### src/rtl/serial_adder_ctrl_pkg.sv
// Shared constants for the bit-serial adder controller: FSM encodings and default width.
package serial_adder_ctrl_pkg;

    typedef enum logic [1:0] {
        IDLE = 2'd0,
        RUN  = 2'd1,
        DONE = 2'd2
    } state_t;

    localparam int DEF_WIDTH = 8;

endpackage

### src/rtl/half_adder.sv
// Combinational half adder cell.
module half_adder (
    input  logic x,
    input  logic y,
    output logic s,
    output logic c
);

    assign s = x ^ y;
    assign c = x & y;

endmodule

### src/rtl/serial_fa_bit.sv
// One-bit full adder built from two chained half adders and an OR for the carry.
module serial_fa_bit (
    input  logic x,
    input  logic y,
    input  logic cin,
    output logic s,
    output logic co
);

    logic s1;
    logic c1;
    logic c2;

    half_adder u_ha0 (
        .x (x),
        .y (y),
        .s (s1),
        .c (c1)
    );

    half_adder u_ha1 (
        .x (s1),
        .y (cin),
        .s (s),
        .c (c2)
    );

    assign co = c1 | c2;

endmodule

### src/rtl/serial_adder_ctrl.sv
// Bit-serial adder controller: sequences one full-adder cell across a WIDTH-bit add,
// LSB first, one bit per clock, with a start/busy/done handshake.
module serial_adder_ctrl
    import serial_adder_ctrl_pkg::*;
#(
    parameter int WIDTH = DEF_WIDTH,
    parameter int CNT_W = 6
) (
    input  logic             clk,
    input  logic             rst,
    input  logic             start,
    input  logic [WIDTH-1:0] a,
    input  logic [WIDTH-1:0] b,
    output logic             busy,
    output logic             done,
    output logic [WIDTH-1:0] sum,
    output logic             cout
);

    state_t           state;
    logic [WIDTH-1:0] a_sh;
    logic [WIDTH-1:0] b_sh;
    logic [WIDTH-1:0] r_sh;
    logic             carry;
    logic [CNT_W-1:0] cnt;

    logic             bit_s;
    logic             bit_c;
    logic [WIDTH-1:0] r_next;
    logic             last;

    serial_fa_bit u_fa (
        .x   (a_sh[0]),
        .y   (b_sh[0]),
        .cin (carry),
        .s   (bit_s),
        .co  (bit_c)
    );

    // The new bit enters at the MSB; going through a WIDTH+1 vector keeps WIDTH=1 legal.
    assign r_next = WIDTH'({bit_s, r_sh} >> 1);
    assign last   = (cnt == CNT_W'(WIDTH - 1));

    always_ff @(posedge clk) begin
        if (rst) begin
            state <= IDLE;
            a_sh  <= '0;
            b_sh  <= '0;
            r_sh  <= '0;
            carry <= 1'b0;
            cnt   <= '0;
            sum   <= '0;
            cout  <= 1'b0;
        end else begin
            case (state)
                IDLE, DONE: begin
                    if (start) begin
                        a_sh  <= a;
                        b_sh  <= b;
                        carry <= 1'b0;
                        cnt   <= '0;
                        state <= RUN;
                    end else begin
                        state <= IDLE;
                    end
                end
                RUN: begin
                    a_sh  <= a_sh >> 1;
                    b_sh  <= b_sh >> 1;
                    r_sh  <= r_next;
                    carry <= bit_c;
                    cnt   <= cnt + CNT_W'(1);
                    // Only the final edge publishes, so sum/cout never show partial results.
                    if (last) begin
                        sum   <= r_next;
                        cout  <= bit_c;
                        state <= DONE;
                    end
                end
                default: state <= IDLE;
            endcase
        end
    end

    assign busy = (state == RUN);
    assign done = (state == DONE);

endmodule

### config.mk
export PLATFORM = sky130hd
export DESIGN_NAME = serial_adder_ctrl
export DESIGN_NICKNAME = d
export VERILOG_FILES = /design/src/rtl/serial_adder_ctrl_pkg.sv /design/src/rtl/half_adder.sv /design/src/rtl/serial_fa_bit.sv /design/src/rtl/serial_adder_ctrl.sv
export SDC_FILE = /design/constraint.sdc
export NUM_CORES = 1
export LEC_CHECK = 0
export ABC_AREA = 1
export CAP_MARGIN = 20
export CORE_MARGIN = 8
export CORE_UTILIZATION = 52
export DETAILED_ROUTE_END_ITERATION = 16
export PLACE_DENSITY = 0.78
export SETUP_SLACK_MARGIN = 0.05
export SLEW_MARGIN = 15
export SYNTH_ARGS = -nofsm -noshare
export SYNTH_HDL_FRONTEND = slang
export SYNTH_SLANG_ARGS = --single-unit
### constraint.sdc
create_clock -name clk -period 1.3 [get_ports clk]
set_input_delay 0.26 -clock clk [delete_from_list [all_inputs] [get_ports clk]]
set_output_delay 0.26 -clock clk [all_outputs]
set_load 0.02 [all_outputs]
== Word level (Yosys, flattened, before mapping) ==
Cells that the tools add are included.

* Register bits after elaboration: 42
* Logic and storage cells: 35
* Input bits: 19
* Output and inout bits: 11

* Add/subtract/negate cells: 1
* Mux-type cells: 11
* Reduce and logical (&&, ||, !) cells: 5
* Bitwise operators: 5
* Eq/ne operators: 5

{| class="wikitable"
|+ Operators by type and width
! kind !! count
|-
| 8-bit case mux with 2 select lines || 2
|-
| 8-bit two-way mux || 2
|-
| 6-bit case mux with 2 select lines || 1
|-
| 6-bit by 1-bit adder with 6-bit output, second input constant || 1
|-
| 6-bit by 3-bit == test with 1-bit output, second input constant || 1
|-
| 6-bit two-way mux || 1
|-
| 2-bit case mux with 2 select lines || 1
|-
| 2-bit AND reduction || 2
|-
| 1-bit bitwise AND || 2
|-
| 2-bit by 1-bit == test with 1-bit output, second input constant || 1
|-
| 2-bit == test, second input constant || 1
|-
| 2-bit logical NOT || 1
|-
| 1-bit two-way mux || 2
|-
| 2-bit two-way mux || 1
|-
| 2-bit by 1-bit != test with 1-bit output, second input constant || 1
|-
| 2-bit != test, second input constant || 1
|-
| 1-bit case mux with 2 select lines || 1
|-
| 2-bit nonzero test || 1
|-
| 2-bit OR reduction || 1
|-
| 1-bit bitwise XOR || 2
|-
| 1-bit bitwise OR || 1
|}

== Depth between registers and ports, before layout ==
Gate-level depths: netlist (run 1).

* Word-level depth: 4
* Depth in mapped cells: 7
* Gate-level depth less buffers: 7

== Modules after synthesis ==
A second synthesis (run 1) with hierarchy kept.

* Cell total of the unflattened synthesis: 257
* Area total of the unflattened synthesis: 1786.7 um2

{| class="wikitable"
|+ By module, submodules not included
! module !! cells an instance !! area each (um2) !! times used !! sequential area each (um2)
|-
| serial_adder_ctrl || 252 || 1750.4 || 1 || 820.8
|-
| half_adder || 1 || 12.5 || 2 || 0.0
|-
| serial_fa_bit || 3 || 11.3 || 1 || 0.0
|}

== Worst setup path before layout (run 1) ==
OpenSTA, ideal clock, no wires.

* Path type: register to register
* From: register cnt[0]
* To: register cout
* Clock period less this slack: 1157 ps
* Data arrival time: 1043 ps
* Setup time: 114 ps
* Path buffers: 0
* Data required time: 1186 ps
* Setup slack: 143 ps
* Cell stages (with the launch flop): 7
* Path through: dfxtp_1 > ha_1 > nand2_1 > nor2_2 > nand3_4 > nand3_1 > nand2_1

* Cells in the longest elaborated chain, start to end: 2

{| class="wikitable"
|+ RTL lines
! item !! RTL line !! source
|-
| start, declared || serial_adder_ctrl.sv:25 || <nowiki>logic [CNT_W-1:0] cnt;</nowiki>
|-
| start signal, assigned || serial_adder_ctrl.sv:72 || <nowiki>cnt <= cnt + CNT_W'(1);</nowiki>
|-
| 6-bit by 3-bit == test with 1-bit output || serial_adder_ctrl.sv:42 || <nowiki>assign last = (cnt == CNT_W'(WIDTH - 1));</nowiki>
|-
| 2-bit AND reduction (no source line) || -- ||
|-
| end signal, assigned || serial_adder_ctrl.sv:76 || <nowiki>cout <= bit_c;</nowiki>
|-
| end, declared || serial_adder_ctrl.sv:17 || <nowiki>output logic cout</nowiki>
|}

Every way passes these cells.
A chain may end at the register's enable or synchronous reset.

== Worst setup path in the final report (run 1) ==
* From: register state[0]
* To: output port busy

* Cells in the longest elaborated chain, start to end: 1

{| class="wikitable"
|+ RTL lines
! item !! RTL line !! source
|-
| start, declared || serial_adder_ctrl.sv:20 || <nowiki>state_t state;</nowiki>
|-
| start signal, assigned || serial_adder_ctrl.sv:46 || <nowiki>state <= IDLE;</nowiki>
|-
| start signal, assigned || serial_adder_ctrl.sv:62 || <nowiki>state <= RUN;</nowiki>
|-
| start signal, assigned || serial_adder_ctrl.sv:64 || <nowiki>state <= IDLE;</nowiki>
|-
| 2-bit by 1-bit == test with 1-bit output || serial_adder_ctrl.sv:85 || <nowiki>assign busy = (state == RUN);</nowiki>
|-
| end, declared || serial_adder_ctrl.sv:14 || <nowiki>output logic busy,</nowiki>
|}

Every way passes these cells.

==> results_dict.tcl, run 1 <==
set metrics [dict create \
    cp.buffers_inverters 2 \
    holdCritStartpoint "a[7]" \
    die_area_um2 5530 \
    report.final.setup_viol 0 \
    first_global_vias 1559 \
    finalCoreUtilization_pct 72.8 \
    power.total_mw 2.78 \
    ys_seq_elements 41 \
    antenna-diode-count 0 \
    syn-instance-count 253 \
    max-clock-path-buffers 2 \
    pre_cts_slack_ps -146 \
    tightestPinTransition_ps 229 \
    clock-skew-final_ps 9.30 \
    io_buffer_count 29 \
    fin_ws_ps 40.5 \
    ant_nets 0 \
    drt-initial-drc-count 90 \
    fill_cells 283 \
    routed_via_density 4.82 \
    number_of_maximum_capacitance_constraint_violations 0 \
    placeableCoreArea_um2 3310 \
    synthesis.yosys.warnings 0 \
    die_h_um 74.4 \
    number_of_top_level_design_ports 30 \
    hold_path.class "in -> reg" \
    root_buffer "sky130_fd_sc_hd__clkbuf_4" \
    vdd_ir_drop_max_uv 1310 \
    timing_hold_violations_final 0 \
    post_synthesis_area_per_instance_um2 7.00 \
    fmax_mhz 794 \
    grt.busiest_layer "met2" \
    overflow 0 \
    period_minus_slack_ps 1260 \
    cts_bufs_inserted 5 \
    crit_path_leading_delay_family "flip-flops" \
    cts.sink_count 41 \
    dp_hpwl_um 2540 \
    worst-endpoint-arrival_ps 1000 \
    crit_slowest_cell "sky130_fd_sc_hd__dfxtp_4" \
    clkTransAtPathRegs_ps 130 \
    slew_viol_final 0 \
    crit_path_start_kind "register" \
    synth_fp_nets 274 \
    global_route.usage.met2_pct 25.1 \
    critPathMaxFanout 4 \
    post-route-period-util_pct 96.9 \
    critical_path.startpoint "state[0]" \
    finalWeightedCongestion 0.774 \
    drt_wl_total_um 3980 \
    grtUsageMet3_pct 4.45 \
    layout-drive-gt1-share_pct 19.6 \
    area_growth_pct 36.0 \
    static-leakage-power_nw 1.09 \
    critical_path.reg2reg.startpoint "state[0]" \
    required_ps 1040 \
    synthesis.area_um2 1770 \
    antenna_violations_before_repair 0 \
    final_net_count 321 \
    met1_usage_pct 16.9 \
    cts_hold_buf 0 \
    status "complete, no violations" \
    post_drt_wl_per_cell_um 11.5 \
    grt_use_total_pct 14.8 \
    rows 21 \
    worstPathCellList "inv_4 > nor2_4 > buf_6" \
    drt_drc_violations_left 0 \
    vias 1673 \
    power_density_nw_per_um2 1150 \
    cts_tree "yes" \
    clkLatencyLatePin_ps 340 \
    cts_max_level 2 \
    critical-path-max-stage-delay_ps 400 \
    worst-setup-path-type "reg -> out" \
    drt_pass1_iterations 5 \
    netlist-cell-type-count 19 \
    grt_first_pass_wirelength_um 6400 \
    rsz0062_at_grt "yes" \
    die_width_um 74.4 \
    ys_seq_area_share_pct 46.3 \
    worstSetupEndpointType "output pin" \
    start_util_pct 53.5 \
    grt_max_degree 31 \
    max-slew-margin-rel_pct 84.7 \
]
==> repair_timing <==
| item | CTS | global route |
|---|---|---|
| gates resized for setup | 41 | 27 |
| pin swaps | 0 | 2 |
| cloned | 0 | 2 |
| endpoints found under the hold margin | 0 | 0 |
| endpoints found under the setup margin | 31 | 41 |
| buffers inserted | 4 | 0 |
==> kinds of logic (layout without fill, tap and decap cells) <==
logic type | Yosys count | in the layout | synth area share, %
adder cells (fa/ha/maj) | 2 | 2 | 1.84
buffers and inverters | 39 | 86 | 9.46
AND/OR/NAND/NOR | 136 | 137 | 32.5
AO/OA/AOI/OAI | 35 | 35 | 9.89
flip-flops | 41 | 41 | 46.3
==> worst register-to-register path: stages, from the launching register on <==
cell                      delay (ps)
sky130_fd_sc_hd__dfxtp_4         390
sky130_fd_sc_hd__buf_4           130
sky130_fd_sc_hd__nor2_2          170
sky130_fd_sc_hd__buf_12          160
sky130_fd_sc_hd__nand2_1          60
sky130_fd_sc_hd__nand2_1          60
sky130_fd_sc_hd__inv_1            40
sky130_fd_sc_hd__a21oi_1         120
==> cells in the mapped netlist <==
master / number / share of area [%]
sky130_fd_sc_hd__nand2_1: 88 / 19
sky130_fd_sc_hd__dfxtp_1: 41 / 46
sky130_fd_sc_hd__inv_1: 25 / 5.3
sky130_fd_sc_hd__a21oi_1: 24 / 6.8
sky130_fd_sc_hd__nor2_1: 21 / 4.4
sky130_fd_sc_hd__nand3_1: 11 / 3.1
sky130_fd_sc_hd__nand4_1: 10 / 3.5
sky130_fd_sc_hd__o21ai_0: 9 / 2.5
sky130_fd_sc_hd__buf_4: 5 / 2.1
sky130_fd_sc_hd__nor2_2: 4 / 1.4
sky130_fd_sc_hd__clkbuf_1: 3 / 0.64
sky130_fd_sc_hd__buf_1: 2 / 0.42
sky130_fd_sc_hd__buf_2: 2 / 0.56
sky130_fd_sc_hd__inv_2: 2 / 0.42
sky130_fd_sc_hd__o21ai_1: 2 / 0.56
sky130_fd_sc_hd__fa_1: 1 / 1.1
sky130_fd_sc_hd__ha_1: 1 / 0.71
sky130_fd_sc_hd__nand2_2: 1 / 0.35
sky130_fd_sc_hd__nand3_4: 1 / 0.99
==> cells in the final DEF (no fill, tap or decap) <==
| cell | synthesis | final |
|---|---|---|
| sky130_fd_sc_hd__nor2_4 | 0 | 2 |
| sky130_fd_sc_hd__dfxtp_1 | 41 | 37 |
| sky130_fd_sc_hd__o21ai_1 | 2 | 2 |
| sky130_fd_sc_hd__inv_1 | 25 | 24 |
| sky130_fd_sc_hd__nand4_1 | 10 | 10 |
| sky130_fd_sc_hd__dfxtp_4 | 0 | 1 |
| sky130_fd_sc_hd__clkbuf_16 | 0 | 1 |
| sky130_fd_sc_hd__bufinv_16 | 0 | 2 |
| sky130_fd_sc_hd__clkdlybuf4s50_1 | 0 | 18 |
| sky130_fd_sc_hd__inv_4 | 0 | 2 |
| sky130_fd_sc_hd__buf_12 | 0 | 3 |
| sky130_fd_sc_hd__nor2_2 | 4 | 3 |
| sky130_fd_sc_hd__ha_4 | 0 | 1 |
| sky130_fd_sc_hd__nand2_1 | 88 | 86 |
| sky130_fd_sc_hd__o21ai_0 | 9 | 9 |
| sky130_fd_sc_hd__clkbuf_4 | 0 | 5 |
| sky130_fd_sc_hd__inv_2 | 2 | 1 |
| sky130_fd_sc_hd__clkinv_2 | 0 | 1 |
| sky130_fd_sc_hd__dfxtp_2 | 0 | 3 |
| sky130_fd_sc_hd__nand3_4 | 1 | 2 |
| sky130_fd_sc_hd__fa_1 | 1 | 1 |
| sky130_fd_sc_hd__nor2_1 | 21 | 20 |
| sky130_fd_sc_hd__nand2_4 | 0 | 1 |
| sky130_fd_sc_hd__a21oi_1 | 24 | 24 |
| sky130_fd_sc_hd__buf_2 | 2 | 9 |
| sky130_fd_sc_hd__buf_6 | 0 | 5 |
| sky130_fd_sc_hd__buf_4 | 5 | 15 |
| sky130_fd_sc_hd__nand3_1 | 11 | 11 |
| sky130_fd_sc_hd__nand2_2 | 1 | 2 |
==> per-stage QoR <==
| step | cell area (um2) | hold slack, ps | std cells | TNS [ps] |
|---|---|---|---|---|
| final | 2410 | 468 | 347 | 0 |
| after CTS | 2370 | 448 | 345 | -7.63 |
| after floorplan | 1770 | 408 | 253 | 0 |
| after global placement | 2220 | 448 | 333 | -2070 |
| after detailed placement | 2220 | 452 | 333 | -2410 |
| after global routing | 2410 | 482 | 347 | -16.3 |
==> sequential cells by signal, summed over array words and instances, names as in the netlist <==
signal  count
a_sh        8
b_sh        8
carry       1
cnt         6
cout        1
r_sh        7
state       2
sum         8
==> where the power goes <==
| group | internal, mW | switching [mW] |
|---|---|---|
| Sequential | 1.32 | 0.0401 |
| Combinational | 0.213 | 0.200 |
| Clock | 0.596 | 0.413 |
==> path summary, 6_finish.rpt <==
path | depth (start not counted) | slack, ps | to
max | 3 | 40 | busy
min | 3 | 470 | a_sh[7]
max reg2reg | 7 | 110 | b_sh[1]
min reg2reg | 2 | 470 | b_sh[7]
==> routing by layer <==
layer	share of wire (%)	vias up	routed length (um)
met5	0	-	0
met4	0.53	0	21
met3	3.5	2	141
met2	50	36	1970
met1	46	735	1840
li1	-	900	-
==> cell type report <==
class                           instances  area, um2  share of cell area, %
Sequential cell                        41        828                   34.4
Clock inverter                          3       65.1                   2.70
Inverter                               27        106                   4.41
Timing Repair Buffer                   51        479                   19.9
Tap cell                               46       57.6                   2.39
Multi-Input combinational cell        174        836                   34.7
Clock buffer                            5       37.5                   1.56
No activity file was read; power rests on OpenSTA's default activity.
==> run 2, diff against run 1 <==
--- a/config.mk
+++ b/config.mk
@@ -10,6 +10,7 @@
 export CORE_MARGIN = 8
 export CORE_UTILIZATION = 52
 export DETAILED_ROUTE_END_ITERATION = 16
+export GPL_ROUTABILITY_DRIVEN = 0
 export PLACE_DENSITY = 0.78
 export SETUP_SLACK_MARGIN = 0.05
 export SLEW_MARGIN = 15
==> results of run 2 <==
Same layout as run 1: the final DEF is identical, and so are final timing and power.
